<file path="src/rtl/pipeline_reg_pkg.sv">
// Shared pipeline types: BTB entry layout and branch-predictor sizing constants.
package pipeline_reg_pkg;

    localparam int unsigned XLEN       = 32;
    localparam int unsigned BP_ENTRIES = 16;
    localparam int unsigned BP_IDX_W   = 4;
    localparam int unsigned BP_TAG_W   = 26;
    localparam int unsigned BP_CTR_W   = 2;

    typedef struct packed {
        logic                valid;
        logic [BP_TAG_W-1:0] tag;
        logic [XLEN-1:0]     target;
        logic [BP_CTR_W-1:0] ctr;
    } bp_entry_t;

    // Direct-mapped set selection: word-aligned PC bits above the byte offset.
    function automatic logic [BP_IDX_W-1:0] bp_index(input logic [XLEN-1:0] pc);
        return pc[5:2];
    endfunction

    function automatic logic [BP_TAG_W-1:0] bp_tag(input logic [XLEN-1:0] pc);
        return pc[31:6];
    endfunction

endpackage

</file>
<file path="src/rtl/branch_predictor_if.sv">
// Fetch-side lookup and MEM-side resolution bundle between the pipeline and the predictor.
interface branch_predictor_if;
    import pipeline_reg_pkg::*;

    logic [XLEN-1:0]     fetch_pc;
    logic                pred_taken;
    logic [XLEN-1:0]     pred_target;
    logic [BP_IDX_W-1:0] pred_index;

    logic                upd_en;
    logic [BP_IDX_W-1:0] upd_index;
    logic [XLEN-1:0]     upd_pc;
    logic                upd_taken;
    logic [XLEN-1:0]     upd_target;
    logic                upd_predict;
    logic                mispredict;
    logic [XLEN-1:0]     recover_pc;

    modport master (
        output fetch_pc, upd_en, upd_index, upd_pc, upd_taken, upd_target, upd_predict,
        input  pred_taken, pred_target, pred_index, mispredict, recover_pc
    );

    modport slave (
        input  fetch_pc, upd_en, upd_index, upd_pc, upd_taken, upd_target, upd_predict,
        output pred_taken, pred_target, pred_index, mispredict, recover_pc
    );

endinterface

</file>
<file path="src/rtl/sat_counter2.sv">
// Two-bit saturating up/down counter next-value logic.
module sat_counter2
    import pipeline_reg_pkg::*;
(
    input  logic                inc,
    input  logic                dec,
    input  logic [BP_CTR_W-1:0] cur,
    output logic [BP_CTR_W-1:0] next
);

    always_comb begin
        next = cur;
        if (inc && !dec && (cur != 2'b11)) begin
            next = cur + BP_CTR_W'(1);
        end else if (dec && !inc && (cur != 2'b00)) begin
            next = cur - BP_CTR_W'(1);
        end
    end

endmodule

</file>
<file path="src/rtl/branch_predictor.sv">
// 16-entry direct-mapped BTB with 2-bit counters and same-cycle mispredict detection.
// Defining BP_STATS_EN adds branch / mispredict event counters as extra outputs.
module branch_predictor
    import pipeline_reg_pkg::*;
#(
    parameter logic [1:0] INIT_CTR = 2'b01
) (
    input  logic              CLK,
    input  logic              nRST,
    branch_predictor_if.slave bp
`ifdef BP_STATS_EN
    ,
    output logic [31:0]       stat_branches,
    output logic [31:0]       stat_mispredicts
`endif
);

    localparam bp_entry_t RESET_ENTRY = '{valid: 1'b0, tag: '0, target: '0, ctr: INIT_CTR};

    bp_entry_t           table_q [BP_ENTRIES];
    bp_entry_t           fetch_entry;
    bp_entry_t           upd_entry;
    bp_entry_t           next_entry;
    logic                fetch_hit;
    logic                upd_hit;
    logic                write_en;
    logic [BP_CTR_W-1:0] ctr_next;

    // Lookup reads the registered table only, so an in-flight update is not visible yet.
    assign fetch_entry = table_q[bp_index(bp.fetch_pc)];
    assign fetch_hit   = fetch_entry.valid && (fetch_entry.tag == bp_tag(bp.fetch_pc));

    assign bp.pred_index  = bp_index(bp.fetch_pc);
    assign bp.pred_taken  = fetch_hit && fetch_entry.ctr[1];
    assign bp.pred_target = fetch_hit ? fetch_entry.target : (bp.fetch_pc + XLEN'(4));

    assign bp.mispredict = bp.upd_en && (bp.upd_taken != bp.upd_predict);
    assign bp.recover_pc = bp.upd_taken ? bp.upd_target : (bp.upd_pc + XLEN'(4));

    assign upd_entry = table_q[bp.upd_index];
    assign upd_hit   = upd_entry.valid && (upd_entry.tag == bp_tag(bp.upd_pc));

    sat_counter2 u_ctr (
        .inc  (bp.upd_taken),
        .dec  (!bp.upd_taken),
        .cur  (upd_entry.ctr),
        .next (ctr_next)
    );

    // Train on a hit; allocate only for taken misses so not-taken aliases never evict.
    always_comb begin
        next_entry = upd_entry;
        write_en   = 1'b0;
        if (bp.upd_en) begin
            if (upd_hit) begin
                write_en       = 1'b1;
                next_entry.ctr = ctr_next;
                if (bp.upd_taken) begin
                    next_entry.target = bp.upd_target;
                end
            end else if (bp.upd_taken) begin
                write_en          = 1'b1;
                next_entry.valid  = 1'b1;
                next_entry.tag    = bp_tag(bp.upd_pc);
                next_entry.target = bp.upd_target;
                next_entry.ctr    = 2'b10;
            end
        end
    end

    always_ff @(posedge CLK or negedge nRST) begin
        if (!nRST) begin
            for (int unsigned i = 0; i < BP_ENTRIES; i++) begin
                table_q[i] <= RESET_ENTRY;
            end
        end else if (write_en) begin
            table_q[bp.upd_index] <= next_entry;
        end
    end

`ifdef BP_STATS_EN
    always_ff @(posedge CLK or negedge nRST) begin
        if (!nRST) begin
            stat_branches    <= '0;
            stat_mispredicts <= '0;
        end else begin
            if (bp.upd_en) begin
                stat_branches <= stat_branches + 32'd1;
            end
            if (bp.mispredict) begin
                stat_mispredicts <= stat_mispredicts + 32'd1;
            end
        end
    end
`endif

endmodule

</file>
<file path="src/flat_wrapper.sv">
// flat-port wrapper written by rule: the top's interface ports become plain ports
module branch_predictor_flat import pipeline_reg_pkg::*;
#(
    parameter logic [1:0] INIT_CTR = 2'b01
)
  (CLK, nRST, bp_fetch_pc, bp_upd_en, bp_upd_index, bp_upd_pc, bp_upd_taken, bp_upd_target, bp_upd_predict, bp_pred_taken, bp_pred_target, bp_pred_index, bp_mispredict, bp_recover_pc);
  branch_predictor_if bp_i ();
  input  logic CLK;
  input  logic nRST;
  input wire logic [$bits(bp_i.fetch_pc)-1:0] bp_fetch_pc;
  input wire logic [$bits(bp_i.upd_en)-1:0] bp_upd_en;
  input wire logic [$bits(bp_i.upd_index)-1:0] bp_upd_index;
  input wire logic [$bits(bp_i.upd_pc)-1:0] bp_upd_pc;
  input wire logic [$bits(bp_i.upd_taken)-1:0] bp_upd_taken;
  input wire logic [$bits(bp_i.upd_target)-1:0] bp_upd_target;
  input wire logic [$bits(bp_i.upd_predict)-1:0] bp_upd_predict;
  output wire logic [$bits(bp_i.pred_taken)-1:0] bp_pred_taken;
  output wire logic [$bits(bp_i.pred_target)-1:0] bp_pred_target;
  output wire logic [$bits(bp_i.pred_index)-1:0] bp_pred_index;
  output wire logic [$bits(bp_i.mispredict)-1:0] bp_mispredict;
  output wire logic [$bits(bp_i.recover_pc)-1:0] bp_recover_pc;
  assign bp_i.fetch_pc = bp_fetch_pc;
  assign bp_i.upd_en = bp_upd_en;
  assign bp_i.upd_index = bp_upd_index;
  assign bp_i.upd_pc = bp_upd_pc;
  assign bp_i.upd_taken = bp_upd_taken;
  assign bp_i.upd_target = bp_upd_target;
  assign bp_i.upd_predict = bp_upd_predict;
  assign bp_pred_taken = bp_i.pred_taken;
  assign bp_pred_target = bp_i.pred_target;
  assign bp_pred_index = bp_i.pred_index;
  assign bp_mispredict = bp_i.mispredict;
  assign bp_recover_pc = bp_i.recover_pc;
  branch_predictor #(.INIT_CTR(INIT_CTR)) u_core (.CLK(CLK), .nRST(nRST), .bp(bp_i));
endmodule
</file>
<file path="config.mk">
export PLATFORM = sky130hd
export DESIGN_NAME = branch_predictor_flat
export DESIGN_NICKNAME = d
export VERILOG_FILES = /design/src/rtl/pipeline_reg_pkg.sv /design/src/rtl/branch_predictor_if.sv /design/src/rtl/sat_counter2.sv /design/src/rtl/branch_predictor.sv /design/src/flat_wrapper.sv
export SDC_FILE = /design/constraint.sdc
export NUM_CORES = 2
export LEC_CHECK = 0
export ABC_AREA = 0
export CORE_ASPECT_RATIO = 1.75
export CORE_UTILIZATION = 63
export DETAILED_ROUTE_END_ITERATION = 8
export PLACE_DENSITY = 0.86
export SLEW_MARGIN = 0
export SYNTH_ARGS = -nofsm -noshare
export SYNTH_HDL_FRONTEND = slang
export SYNTH_SLANG_ARGS = --single-unit
</file>
<file path="constraint.sdc">
create_clock -name CLK -period 9.1 [get_ports CLK]
set_input_delay 2.73 -clock CLK [delete_from_list [all_inputs] [get_ports CLK]]
set_output_delay 2.73 -clock CLK [all_outputs]
set_load 0.03 [all_outputs]
</file>
# Word level (Yosys, flattened, before mapping)
# Cells that the tools add are included.
# word_totals
register_bits,976
inputBits,105
out_inout_bits,70
wordCells,107
# classes
n_addsub,4
magnitude_cmp,3
eq_ne,4
n_mux,21
bitwise_logic,2
n_reduce_logical,9
# op_table
operator,count
$bwmux W976,1
$bmux W61 S4,2
$mux W61,7
$demux W61 S4,1
$mux W32,3
$add A32 B3 Y32 const B,2
$eq A26 B26 Y1,2
$mux W34,1
$mux W27,1
$ge A5 B5 Y1 const B,2
$not A4 Y5,2
$logic_and A1 B1 Y1,7
$lt A5 B1 Y1 const B,1
$mux W2,2
$mux W1,3
$add A2 B1 Y2 const B,1
$ne A2 B2 Y1 const B,1
$reduce_bool A2 Y1,1
$sub A2 B1 Y2 const B,1
$logic_not A1 Y1,1
$ne A1 B1 Y1,1

# Logic depth before layout (Yosys ltp)
# logic_depth
ltp_word,11
ltp_mapped,16
ltp_nobuf,10

# By module
# A second synthesis with hierarchy kept.
# unflattened
hier_cells,3758
area_unflattened_um2,55388.1
# modules_own_cells
module,instances,cells_each,area_per_inst_um2,seq_area_each_um2
branch_predictor,1,3742,55286.8,24443.4
sat_counter2,1,16,101.3,0.0

# Worst setup path after synthesis
# No wires, ideal clock.
# synth_path
kind,in2out
from,input port bp_fetch_pc[2]
to,output port bp_pred_target[10]
arrival_time_ns,6.483
t_required_ns,6.370
setup_slack_ns,-0.113
stages,11
n_path_buf,5
cell_sequence,clkbuf_1 -> buf_1 -> buf_1 -> mux4_2 -> mux4_2 -> xor2_1 -> nor2_1 -> nand4_1 -> clkbuf_1 -> clkbuf_1 -> a21oi_1
# synth_via
elab_chain_len,7
elab_cells_between_ends,8
classes_between,add/sub (1); eq/ne (1); mux (4); bitwise (1); reduce/logical (1)
# synth_rtl
element,line_no,text
start: declaration,flat_wrapper.sv:10,input wire logic [$bits(bp_i.fetch_pc)-1:0] bp_fetch_pc;
$not A4 Y5 (not written as such),branch_predictor.sv:30,assign fetch_entry = table_q[bp_index(bp.fetch_pc)];
$bmux W61 S4,branch_predictor.sv:30,
$mux W61 (not written as such) (2 in series),branch_predictor.sv:30,
$eq A26 B26 Y1,branch_predictor.sv:31,assign fetch_hit = fetch_entry.valid && (fetch_entry.tag == bp_tag(bp.fetch_pc));
$logic_and A1 B1 Y1,branch_predictor.sv:31,
$mux W32 (*),branch_predictor.sv:35,assign bp.pred_target = fetch_hit ? fetch_entry.target : (bp.fetch_pc + XLEN'(4));
end: declaration,flat_wrapper.sv:18,output wire logic [$bits(bp_i.pred_target)-1:0] bp_pred_target;
# Mark *: on every way between the ends. The rest lies on a longest branch, timed or not. The select of a mux whose other input is x is not followed.

# Final worst setup path
# layout_path
from,input port bp_fetch_pc[2]
to,output port bp_pred_target[1]
# layout_via
elab_chain_len,7
# layout_rtl
element,line_no
$not A4 Y5 (not written as such) (*),branch_predictor.sv:30
$bmux W61 S4 (*),branch_predictor.sv:30
$mux W61 (not written as such) (*) (2 in series),branch_predictor.sv:30
$eq A26 B26 Y1,branch_predictor.sv:31
$logic_and A1 B1 Y1,branch_predictor.sv:31
$mux W32 (*),branch_predictor.sv:35
# Marked as above.

==> impl_results.rst <==
.. list-table::
   :header-rows: 1

   * - Metric
     - Value
   * - Number of CTS-inserted buffers
     - 87
   * - Post-DP HPWL
     - 110000 µm
   * - Fraction of met1 tracks used by global routing
     - 0.493
   * - Post-layout min period
     - 9.06 ns
   * - First-pass iteration count of the detailed router
     - 8
   * - Row count
     - 143
   * - Antenna viol nets, final
     - 0
   * - Ratio of cells with drive above 1 in the final layout
     - 0.510
   * - Switching power
     - 3.51 mW
   * - Reg clk slew, reported paths
     - 0.07 ns
   * - Worst setup slack after layout
     - 0.0444 ns
   * - Start of the worst register-to-register path
     - u_core.table_q[910]$_DFFE_PN0P_
   * - Mux cell area share after synthesis
     - 0.457
   * - Slew Limit Headroom
     - 0.197
   * - Register with the most flip-flops
     - u_core.table_q
   * - Storage element area
     - 24400 µm²
   * - Die height
     - 393 µm
   * - Maximum number of pins on one net before global-route repair
     - 182
   * - Post-synthesis cell type with the largest combined area
     - sky130_fd_sc_hd__dfrtp_1
   * - Nets
     - 3795
   * - Timing startpoint of the critical path
     - bp_fetch_pc[2]
   * - Flip-flop and latch count after synthesis
     - 976
   * - Number of global-route vias before repair
     - 38400
   * - DR WL/cell
     - 34.7 µm
   * - Busiest layer in global routing
     - met2
   * - Post-synthesis simple-gate area fraction
     - 0.0296
   * - Highest attainable clock frequency
     - 0.110 GHz
   * - DRT iter0 DRCs
     - 4185
   * - Count of cell types in the netlist
     - 73
   * - PwrDens
     - 195 nW/µm²
   * - Critical-path maximum fanout
     - 37
   * - Core region area
     - 86800 µm²
   * - Buffer levels on the longest clock path
     - 3
   * - Synth area leaders
     - sky130_fd_sc_hd__dfrtp_1 (44%), sky130_fd_sc_hd__mux4_2 (23%), sky130_fd_sc_hd__mux2_2 (19%), sky130_fd_sc_hd__mux2i_1 (1.7%), sky130_fd_sc_hd__mux2_1 (1.4%)
   * - Number of cells produced by synthesis
     - 3623
   * - Initial core utilization
     - 0.635
   * - Proportion of synthesized flip-flops having asynchronous set or reset
     - 1.00
   * - Filler Cell Count
     - 5347
   * - Residual overflow from global routing
     - 0
   * - Via-to-Cell Ratio
     - 7.46
   * - Launch instance of the worst min-delay path
     - u_core.table_q[610]$_DFFE_PN1P_
   * - Largest family of logic cells by synthesized area
     - multiplexers
   * - Tcrit/Tclk final
     - 0.995
   * - Number of failing setup endpoints in the final timing report
     - 0
   * - Utilization after layout
     - 0.709
   * - Hold Crit Class
     - reg2reg
   * - Internal power of the cells
     - 8.51 mW
   * - GP Congestion
     - 1.04
   * - Overall global routing resource usage
     - 0.399
   * - Number of maximum-capacitance constraint violations
     - 0
   * - Clock share of power
     - 0.317
   * - Met2 routing resource usage after global routing
     - 0.626
   * - Sw frac
     - 0.292
   * - Sequential fraction of the synthesis area
     - 0.444
   * - Power share of the sequential group
     - 0.459
   * - Vias after detailed routing
     - 36700
   * - Count of input and output buffers
     - 174
   * - Number of enable-type register cells in the synthesized netlist
     - 0
   * - Global-route wire length before repair
     - 253000 µm
   * - Flip-flop count of the largest register after layout
     - 976
   * - Area Overhead vs Synth
     - 11.6%
   * - Layout Skew
     - 0.0331 ns
   * - Clock sink total
     - 976
   * - Biggest registers after layout
     - u_core.table_q: 976 flops
   * - Flip-flop cell with the highest count after synthesis
     - sky130_fd_sc_hd__dfrtp_1
   * - Syn nets
     - 3732
   * - GR Util met3
     - 0.110
   * - Pre-CTS WS
     - -0.0742 ns
   * - Pins Over Slew Limit
     - 0
   * - Clock tree from TritonCTS
     - yes
   * - Hold Slack
     - 0.464 ns
   * - DRC errors left
     - 0
   * - Ys Warns
     - 0
   * - Synth Area in Adders
     - 0.000908
   * - Complex-gate fraction of the synthesized area
     - 0.0211
   * - Reported leakage power
     - 26.8 nW
   * - Top-area cell type share of the netlist area
     - 0.436
   * - Outcome
     - finished, final reports clean
   * - Die footprint
     - 88700 µm²
   * - H-tree depth
     - 3
   * - Power after layout
     - 12.0 mW
   * - Cell with the most instances after synthesis
     - sky130_fd_sc_hd__dfrtp_1
   * - Kind of capture point of the worst setup path
     - primary output
   * - Critical path data required time
     - 6.37 ns
   * - Top-Level Pins
     - 175
   * - Actual slew at the worst max-slew pin
     - 1.17 ns
   * - Horizontal extent of the die
     - 226 µm
   * - Category of the critical setup timing path
     - in2out
   * - Hold violation total from the final report
     - 0
   * - Routed Wire Length
     - 171000 µm
   * - Worst-Skew Late Latency
     - 0.71 ns
   * - Synthesized-area fraction occupied by xor and xnor cells
     - 0.0157
   * - Clock root buffer
     - sky130_fd_sc_hd__clkbuf_16
   * - Top post-synthesis cells by count
     - sky130_fd_sc_hd__dfrtp_1 (960), sky130_fd_sc_hd__mux2_2 (952), sky130_fd_sc_hd__mux4_2 (565), sky130_fd_sc_hd__clkbuf_1 (157), sky130_fd_sc_hd__buf_2 (117)
   * - Antenna violations before repair
     - 5
   * - Post-synthesis instance area
     - 55100 µm²
   * - Largest vdd supply drop
     - 132 µV
   * - Arrival time reported for the critical path endpoint
     - 6.33 ns
   * - Comb pwr share
     - 0.224
   * - Area of the multi-input gates
     - 29000 µm²
   * - Mapped Avg Cell Area
     - 15.2 µm²
   * - Critical path launch point type
     - primary input
## cells by family (layout without fill, tap and decap cells)
| logic type | count (synthesis) | count (layout) |
|---|---|---|
| mux | 1681 | 1681 |
| flops | 976 | 976 |
| buf+inv | 383 | 515 |
| simple gates | 302 | 302 |
| compound gates | 178 | 178 |
| xor+xnor | 99 | 99 |
| fa+ha+maj | 4 | 4 |
| other cells | 0 | 2 |
## power by group through the flow
stage	logic (mW)	registers [mW]	clock network (mW)
after floorplan	1.89	5.35	0
after global placement	2.56	5.49	0
after detailed placement	2.64	5.55	0
after CTS	2.66	5.48	3.82
after global routing	2.83	5.57	3.97
final	2.70	5.51	3.81
## routing by layer
metal	routed length (µm)	vias to the layer above
li1	-	14100
met1	57900	19400
met2	82100	2449
met3	18600	656
met4	11900	6
met5	45	-
## stage by stage
step           cell area [µm²]  TNS, ns  instances
6_report                 61500        0       4917
5_1_grt                  61500   -0.298       4915
4_1_cts                  61400        0       4911
3_5_place_dp             58500   -0.190       4753
3_3_place_gp             58500  -0.0342       4753
2_1_floorplan            55100        0       3623
## critical path, cell delays in order
cell	delay (ns)
sky130_fd_sc_hd__buf_8	0.23
sky130_fd_sc_hd__buf_12	0.25
sky130_fd_sc_hd__mux4_2	0.53
sky130_fd_sc_hd__mux4_2	0.53
sky130_fd_sc_hd__xnor2_2	0.24
sky130_fd_sc_hd__nand4_1	0.15
sky130_fd_sc_hd__nor4_1	0.37
sky130_fd_sc_hd__nand4_1	0.14
sky130_fd_sc_hd__buf_4	0.20
sky130_fd_sc_hd__buf_6	0.15
sky130_fd_sc_hd__buf_4	0.28
sky130_fd_sc_hd__mux2_2	0.36
sky130_fd_sc_hd__buf_12	0.14
## worst paths after layout
check                                             endpoint  slack [ns]  cells after the start
setup / recovery                         bp_pred_target[1]        0.04                     13
setup reg to reg           u_core.table_q[268]$_DFFE_PN0P_        4.33                      9
hold reg to reg            u_core.table_q[610]$_DFFE_PN1P_        0.46                      2
hold / removal             u_core.table_q[610]$_DFFE_PN1P_        0.46                      2
max in group asynchronous  u_core.table_q[720]$_DFFE_PN0P_        5.24                      3
min in group asynchronous   u_core.table_q[30]$_DFFE_PN0P_        2.05                      1
## placed cells by master, fill, tap and decap left out, types with 7 or more instances in the layout
cell type                         synthesis  final
sky130_fd_sc_hd__mux2i_1                 93     93
sky130_fd_sc_hd__a22oi_1                 17     17
sky130_fd_sc_hd__xor2_1                  33     33
sky130_fd_sc_hd__dfrtp_1                960    960
sky130_fd_sc_hd__clkbuf_1               157     22
sky130_fd_sc_hd__nand3_1                 35     35
sky130_fd_sc_hd__nor4_1                   7      7
sky130_fd_sc_hd__nand2b_1                 7      7
sky130_fd_sc_hd__a221oi_1                 8      8
sky130_fd_sc_hd__clkinv_2                 0     17
sky130_fd_sc_hd__inv_1                   33     32
sky130_fd_sc_hd__dfstp_2                 16     16
sky130_fd_sc_hd__clkbuf_16                0     90
sky130_fd_sc_hd__nor2_1                  66     66
sky130_fd_sc_hd__clkbuf_8                 0     16
sky130_fd_sc_hd__nor3_1                  12     12
sky130_fd_sc_hd__mux2_2                 952    952
sky130_fd_sc_hd__nand4_1                 26     26
sky130_fd_sc_hd__and3_1                  10     10
sky130_fd_sc_hd__a31oi_1                  8      8
sky130_fd_sc_hd__nand2_1                 77     76
sky130_fd_sc_hd__o22ai_1                  9      9
sky130_fd_sc_hd__mux2_1                  70     70
sky130_fd_sc_hd__or2_2                   19     19
sky130_fd_sc_hd__buf_4                   32    125
sky130_fd_sc_hd__nor3_4                   8     16
sky130_fd_sc_hd__mux4_2                 565    565
sky130_fd_sc_hd__o21ai_0                 52     52
sky130_fd_sc_hd__clkdlybuf4s50_1          0    124
sky130_fd_sc_hd__buf_12                   0     62
sky130_fd_sc_hd__a21oi_1                 41     41
sky130_fd_sc_hd__xnor2_1                 66     62
sky130_fd_sc_hd__nor2b_1                 10     10
## layout make-up
type                            count  area share
Inverter                           35     0.00218
Sequential cell                   976       0.397
Timing Repair Buffer              322      0.0583
Tap cell                         1160      0.0236
Antenna cell                        2   0.0000814
Multi-Input combinational cell   2264       0.472
Clock buffer                      127      0.0411
Clock inverter                     31     0.00590
## timing repair
item	in CTS	in global routing
cloned	0	2
hold buffers	0	0
pin swaps	1	1
resized for setup	5	3
setup endpoints to repair	11	20
buffers inserted	0	2
hold endpoints to repair	0	0
No activity file was read; power rests on OpenSTA's default activity.
